--- src/rtl/pc_register.sv ---
// pc_register: SEQ Y86-64 PC/status register with retired-instruction counter.
// Optional `PC_TRACE_EN adds prev_pc, the PC of the last retired instruction.
module pc_register #(
  parameter logic [63:0] RESET_PC = 64'h0,
  parameter int          CNT_W    = 32
) (
  input  logic             clk,
  input  logic             rst_n,
  input  logic [63:0]      updated_pc,
  input  logic [3:0]       icode,
  input  logic             instr_valid,
  input  logic             imem_error,
  input  logic             dmem_error,
  input  logic             stall,
  output logic [63:0]      PC,
  output logic [2:0]       stat,
  output logic             halted,
`ifdef PC_TRACE_EN
  output logic [63:0]      prev_pc,
`endif
  output logic [CNT_W-1:0] instr_count
);
  typedef enum logic [2:0] {RUN = 3'd1, S_HLT = 3'd2, S_ADR = 3'd3, S_INS = 3'd4} state_t;
  state_t state;
  // State encoding equals the architectural stat code, so stat is the register itself.
  assign stat   = state;
  assign halted = state != RUN;
  always_ff @(posedge clk or negedge rst_n)
    if (!rst_n) begin
      state       <= RUN;
      PC          <= RESET_PC;
      instr_count <= '0;
`ifdef PC_TRACE_EN
      prev_pc     <= RESET_PC;
`endif
    end else if (state == RUN && !stall) begin
      if (imem_error || dmem_error) state <= S_ADR;
      else if (!instr_valid) state <= S_INS;
      else begin
        if (icode == 4'h0) state <= S_HLT;
        else PC <= updated_pc;
        if (~&instr_count) instr_count <= instr_count + 1'b1;
`ifdef PC_TRACE_EN
        prev_pc <= PC;
`endif
      end
    end
endmodule

--- config.mk ---
export PLATFORM = sky130hd
export DESIGN_NAME = pc_register
export DESIGN_NICKNAME = d
export VERILOG_FILES = /design/src/rtl/pc_register.sv
export SDC_FILE = /design/constraint.sdc
export NUM_CORES = 1
export LEC_CHECK = 0
export ABC_AREA = 1
export CORE_MARGIN = 5
export CORE_UTILIZATION = 41
export CTS_CLUSTER_DIAMETER = 100
export DETAILED_ROUTE_END_ITERATION = 16
export PLACE_DENSITY = 0.74
export SYNTH_ARGS = -nofsm -noshare
export SYNTH_HDL_FRONTEND = slang
export SYNTH_SLANG_ARGS = --single-unit
--- constraint.sdc ---
create_clock -name clk -period 2.1 [get_ports clk]
set_clock_uncertainty 0.05 [all_clocks]
set_input_delay 0.42 -clock clk [delete_from_list [all_inputs] [get_ports clk]]
set_output_delay 0.42 -clock clk [all_outputs]
set_load 0.01 [all_outputs]
==> run_results.csv, run 1 <==
group,metric,value,unit
outcome,outcome,"completed",
global_routing,number_of_antenna_violations_at_the_first_check_in_global_routing,0,
synth,portion_of_the_post_synthesis_area_used_by_sequential_elements,50.6,%
clocking,clock_tree.root_cell,"clkbuf_16",
run,max_cap_violations,0,
synth,synth_top_cells_by_area,"dfrtp_1 (50%), nand2_1 (23%), nand3_1 (8.6%)",
drt,routed_via_density,4.94,
timing,timing.final.crit_period,1.94,ns
synth,yosys_register_bits,99,
final_layout,antennaDiodeCount,0,
clocking,max-clock-path-buffers,2,
pwr,pwr_density_cell,558,mW/mm^2
pwr,intPower,0.00308,W
placement,globalplace.congestion,0.960,
final_layout,layout_cell_share_with_drive_strength_beyond_1,6.13,%
critical_path,critPathLaunchType,"register",
synth,syn-mean-instance-area,7.70,um^2
synth,synth_cell_types,25,
global_routing,first_global_vias,4602,
timing,tightestPinTransition,0.438,ns
die,initial_utilization,41.3,%
synth,synthCells,636,
die,die-area,0.0142,mm^2
clocking,cts.sinks,99,
critical_path,critical_path.endpoint_type,"output pin",
critical_path,critical-path-top-delay-family,"buffers and inverters",
critical_path,crit_arrival,1.47,ns
global_routing,grt_max_degree,65,
timing,post-route-period-util,92.4,%
drt,drtIter0Drc,326,
timing,tns,0,ns
critical_path,timing.critical_path.required,1.63,ns
critical_path,setup.worst_path.class,"register to output pin",
placement,pre_cts_ws,0.0326,ns
synth,synthDominantAreaCellType,"dfrtp_1",
critical_path,worstPathCellList,"clkdlybuf4s50_1",
global_routing,global_route_usage_over_all_layers,20.1,%
pwr,power_share_of_the_sequential_group,48.9,%
synth,synth.net_count,711,
min_path,worstHoldPathType,"register to register",
die,floorplan.core_area,0.0119,mm^2
timing,final-max-slew-violation-count,0,
timing,final-setup-viol-count,0,
drt,antenna_violating_nets_post_route,0,
timing,worst_hold_slack,0.422,ns
critical_path,crit_path_max_incr_delay,0.57,ns
die,pin_count,174,
critical_path,cp_max_fo,3,
drt,vias,4756,
synth,yosys_warnings,0,
clocking,tritoncts,"yes",
final_layout,area_growth,45.3,%
global_routing,grt_pass1_wl,23200,um
placement,dpl.hpwl,10500,um
pwr,pwr-share-clk,44.1,%
timing,max_fclk,516,MHz
timing,final_worst_slack,0.160,ns
placement,port_buffers,173,
critical_path,crit_path_top_delay_cell,"clkdlybuf4s50_1",
timing,grt_setup_unrepaired,"no",
drt,post_drt_wl_per_cell,14.6,um
pwr,p_sw,0.000890,W
final_layout,fin_nets,885,
clocking,cts.reportedPaths.clkPinSlew,0.07,ns
synth,synth_top_area_share,50.1,%
die,floorplan.die.width,119,um
timing,timing_hold_violations_final,0,
timing,worst_slew_margin_rel,70.8,%
final_layout,post-route-cell-area,0.00711,mm^2
synth,syn-cell-area,0.00489,mm^2
pwr,total_leakage_power,3.41,nW
drt,drt_drc_violations_left,0,
pwr,comb_power_share,7.0,%
clocking,htree_levels,3,
pwr,switching_share,22.4,%
die,die_y,119,um
die,row_count,40,
global_routing,globalRouteOverflowTotal,0,
placement,place_area,0.00678,mm^2
drt,wl,14000,um
critical_path,worstPathBufferInverterCount,1,
clocking,clock_insertion_delay_worst_skew,0.35,ns
pwr,peakVddDrop,0.499,mV
clocking,cts.repair_timing.setup_buffer_count,0,
clocking,cts-buffers-inserted,9,
drt,drt_pre_antenna_iters,5,
## timing repair
action,in CTS,in global routing
hold endpoints to repair,30,0
hold buffers,1,0
endpoints found under the setup margin,1,0
resized for setup,1,0
## final timing paths
check | start | to | slack (ns) | cells past startpoint
min reg2reg | PC[33] | PC[33] | 0.42 | 2
max reg2reg | instr_count[0] | instr_count[12] | 0.30 | 10
min in group asynchronous | rst_n | instr_count[5] | 0.50 | 2
min | PC[33] | PC[33] | 0.42 | 2
max | stat[0] | stat[0] | 0.16 | 1
max in group asynchronous | rst_n | stat[0] | 0.89 | 3
## metal layers
metal,vias up,track usage [%],wire length [um]
li1,2327,-,-
met1,2232,26.0,5950
met2,173,32.5,6820
met3,24,5.70,930
met4,0,6.88,331
met5,-,0,0
## power by group through the flow
stage               sequential [W]  clock (W)  combinational [W]
CTS                        0.00194    0.00179           0.000283
floorplan                  0.00199          0          0.0000275
global placement           0.00198          0           0.000276
finish                     0.00194    0.00175           0.000278
global route               0.00194    0.00187           0.000303
detailed placement         0.00198          0           0.000280
## cells in the mapped netlist, drive strengths merged
cell type	count
nor3	1
ha	1
dfrtp	98
dfstp	1
nand3	84
a21boi	1
nand4	4
xnor2	6
nand3b	3
xor2	8
inv	28
buf	19
o21ai	5
nor2	57
clkbuf	7
nand2	313
## state kept, by name, indices dropped and copies added, names as in the netlist
register and count:
PC 64, stat 3, instr_count 32
## layout make-up
type	count	area [um^2]
clock buffer	10	239
clock inverter	6	80.1
fill	1034	4750
inverter	28	108
multi-input combinational	483	2120
sequential	99	2480
tap	147	184
timing repair buffer	189	1900
## kinds of logic after synthesis
group                      after synthesis  synth area share, %
AOI/OAI and AO/OA                        6                0.665
xor gates and xnor gates                14                 2.51
adders and majority gates                1                0.256
buffers and inverters                   54                 6.19
DFF                                     99                 50.6
and+or+nand+nor                        462                 39.7
## per-stage QoR
stage / utilization (%) / power, W / cells
after floorplan: - / 0.00201 / 636
after global placement: 57.2 / 0.00225 / 945
after detailed placement: 57.2 / 0.00226 / 945
after CTS: 60.0 / 0.00401 / 962
final: 60.0 / 0.00397 / 962
after global routing: 60.0 / 0.00412 / 962
## placed cells by master (no fill, tap or decap), types with 2 or more instances in the layout
cell type,synthesis,routed
nand2_1,306,305
clkdlybuf4s50_1,0,171
dfrtp_1,98,98
nand3_1,84,84
nor2_1,50,50
inv_1,27,27
buf_4,2,12
clkbuf_16,0,9
xor2_1,8,8
xnor2_1,6,6
nor2_2,4,4
nand2_2,3,4
nand2_4,4,4
nand4_1,4,4
buf_12,0,4
nand3b_1,3,3
o21ai_0,3,3
inv_6,0,3
nor2_4,2,2
o21ai_1,2,2
Note: power is estimated with default switching activity, not from simulation.
==> run 2, diff against run 1 <==
DONT_BUFFER_PORTS = 1   (was not set)
PLACE_DENSITY = not set   (was 0.74)
==> run 2 against run 1 <==
  * The run now ends with negative hold slack left
  * Power shrank 5.0%
  * Via count decreased by 15%
  * Utilization shrank 15 points
  * Fmax down 0.26%
  * Final cell count shrank 18%
  * Die area did not move
  * Design area decreased by 25%
  * Wire length fell by 8.4%
  * Critical path depth rose by 9
  * Largest power group unchanged
==> run_results.csv, run 2 (synthesized netlist as in run 1, its figures left out) <==
group,metric,value,unit
placement,place_area,0.00504,mm^2
clocking,tritoncts,"yes",
final_layout,final_cells,791,
timing,timing_hold_violations_final,99,
clocking,htree_levels,3,
critical_path,worst_path_most_repeated_cell,"nand2_4",
global_routing,first_global_vias,3848,
pwr,peakVddDrop,0.336,mV
drt,drt_drc_violations_left,0,
timing,final-max-slew-violation-count,0,
critical_path,crit_path_top_delay_cell,"dfrtp_1",
placement,dpl.hpwl,9270,um
outcome,violations,"negative hold slack",
clocking,cts.repair_timing.setup_buffer_count,0,
run,max_cap_violations,0,
die,pin_count,174,
timing,tns,0,ns
final_layout,post-route-cell-area,0.00536,mm^2
global_routing,number_of_antenna_violations_at_the_first_check_in_global_routing,0,
outcome,outcome,"finished with violations",
timing,post-route-period-util,92.6,%
final_layout,n_fill_cell,1205,
critical_path,critical_path.endpoint_type,"register",
final_layout,seqCellArea,0.00248,mm^2
drt,vias,4044,
timing,tightestPinTransition,0.630,ns
critical_path,critical-path-top-delay-family,"simple AND/OR/NAND/NOR gates",
die,floorplan.core_area,0.0119,mm^2
critical_path,crit_path_max_incr_delay,0.46,ns
critical_path,cp_max_fo,25,
final_layout,multiInputGateArea,0.00212,mm^2
die,floorplan.die.width,119,um
die,row_count,40,
critical_path,worstPathCellList,"ha_1, inv_1, nor2_4, nand2_4, nor2_8, nand2_4, nand2_4, inv_4, nand2_1, nand2_1",
timing,final-setup-viol-count,0,
die,die_y,119,um
timing,worst_slew_margin_rel,58.0,%
critical_path,setup.worst_path.class,"register to register",
final_layout,largest_reg_flops,64,
final_layout,final_core_utilization,45.2,%
drt,antenna_violating_nets_post_route,0,
critical_path,worstPathBufferInverterCount,2,
pwr,pwr_density_cell,704,mW/mm^2
global_routing,globalRouteOverflowTotal,0,
placement,port_buffers,0,
clocking,cts.reportedPaths.clkPinSlew,0.08,ns
timing,max_fclk,514,MHz
placement,dp.cells,775,
timing,timing.final.crit_period,1.94,ns
clocking,cts_resized,0,
timing,worst_hold_slack,-0.291,ns
final_layout,layout_cell_share_with_drive_strength_beyond_1,8.07,%
critical_path,timing.critical_path.required,2.29,ns
global_routing,grt_max_degree,100,
clocking,clock_tree.root_cell,"clkbuf_16",
pwr,total_leakage_power,2.80,nW
drt,post_drt_wl_per_cell,16.3,um
clocking,cts.sinks,99,
drt,wl,12900,um
final_layout,antennaDiodeCount,0,
clocking,clock_insertion_delay_worst_skew,0.35,ns
drt,routed_via_density,5.11,
timing,grt_setup_unrepaired,"no",
final_layout,max_flop_register,"PC",
clocking,cts-buffers-inserted,9,
final_layout,mostFrequentLayoutCell,"nand2_1",
drt,drtIter0Drc,267,
die,initial_utilization,41.3,%
global_routing,global_route_usage_over_all_layers,18.0,%
placement,globalplace.congestion,0.901,
final_layout,area_growth,9.46,%
critical_path,crit_arrival,2.14,ns
critical_path,path_depth,10,
global_routing,grt_pass1_wl,20600,um
critical_path,critPathLaunchType,"register",
min_path,worstHoldPathType,"primary input to asynchronous set/reset pin",
clocking,max-clock-path-buffers,2,
critical_path,r2r_depth,10,
final_layout,fin_nets,714,
die,die-area,0.0142,mm^2
final_layout,final_cell_mix,"nand2_1 (305), dfrtp_1 (98), nand3_1 (84), nor2_1 (50), inv_1 (27)",
drt,drt_pre_antenna_iters,5,
==> run 2: power by group <==
group	switching, W	internal [W]
Combinational	0.0000229	0.0000114
Sequential	0.0000280	0.00193
Clock	0.000796	0.000985
==> run 2: routing by layer <==
layer	up-vias	part of all wire (%)	wire (um)	global-route usage, %
li1	1991	-	-	-
met1	1904	43	5550	22.9
met2	135	48	6130	29.2
met3	14	7.7	992	5.60
met4	0	1.5	187	5.43
met5	-	0	0	0
==> run 2: path summary, 6_finish.rpt <==
check,end,slack (ns),startpoint
hold / removal,instr_count[13],-0.29,rst_n
setup / recovery,instr_count[12],0.16,instr_count[0]
setup reg to reg,instr_count[12],0.16,instr_count[0]
max in group asynchronous,stat[0],2.04,rst_n
min in group clk,PC[50],0.16,updated_pc[50]
hold reg to reg,stat[0],0.49,stat[0]
==> run 2: area by class of cell <==
class / instances / area share (%)
well taps: 147 / 3.43
multi-input cells: 483 / 39.6
clock inverters: 6 / 1.47
inverters: 28 / 2.01
flip-flops and latches: 99 / 46.3
repair buffers: 18 / 2.76
clock buffers: 10 / 4.46
==> run 2: per-stage QoR <==
| stage | total power, W | setup WS [ns] |
|---|---|---|
| finish | 0.00377 | 0.155 |
| detailed placement | 0.00203 | 0.141 |
| global placement | 0.00203 | 0.188 |
| floorplan | 0.00201 | 0.398 |
| global route | 0.00391 | 0.0199 |
| CTS | 0.00381 | 0.123 |
==> run 3, diff against run 2 <==
ABC_CLOCK_PERIOD_IN_PS = 2100   (was not set)
==> results of run 3 <==
The final DEF is identical to that of run 2; final timing and power are the same.
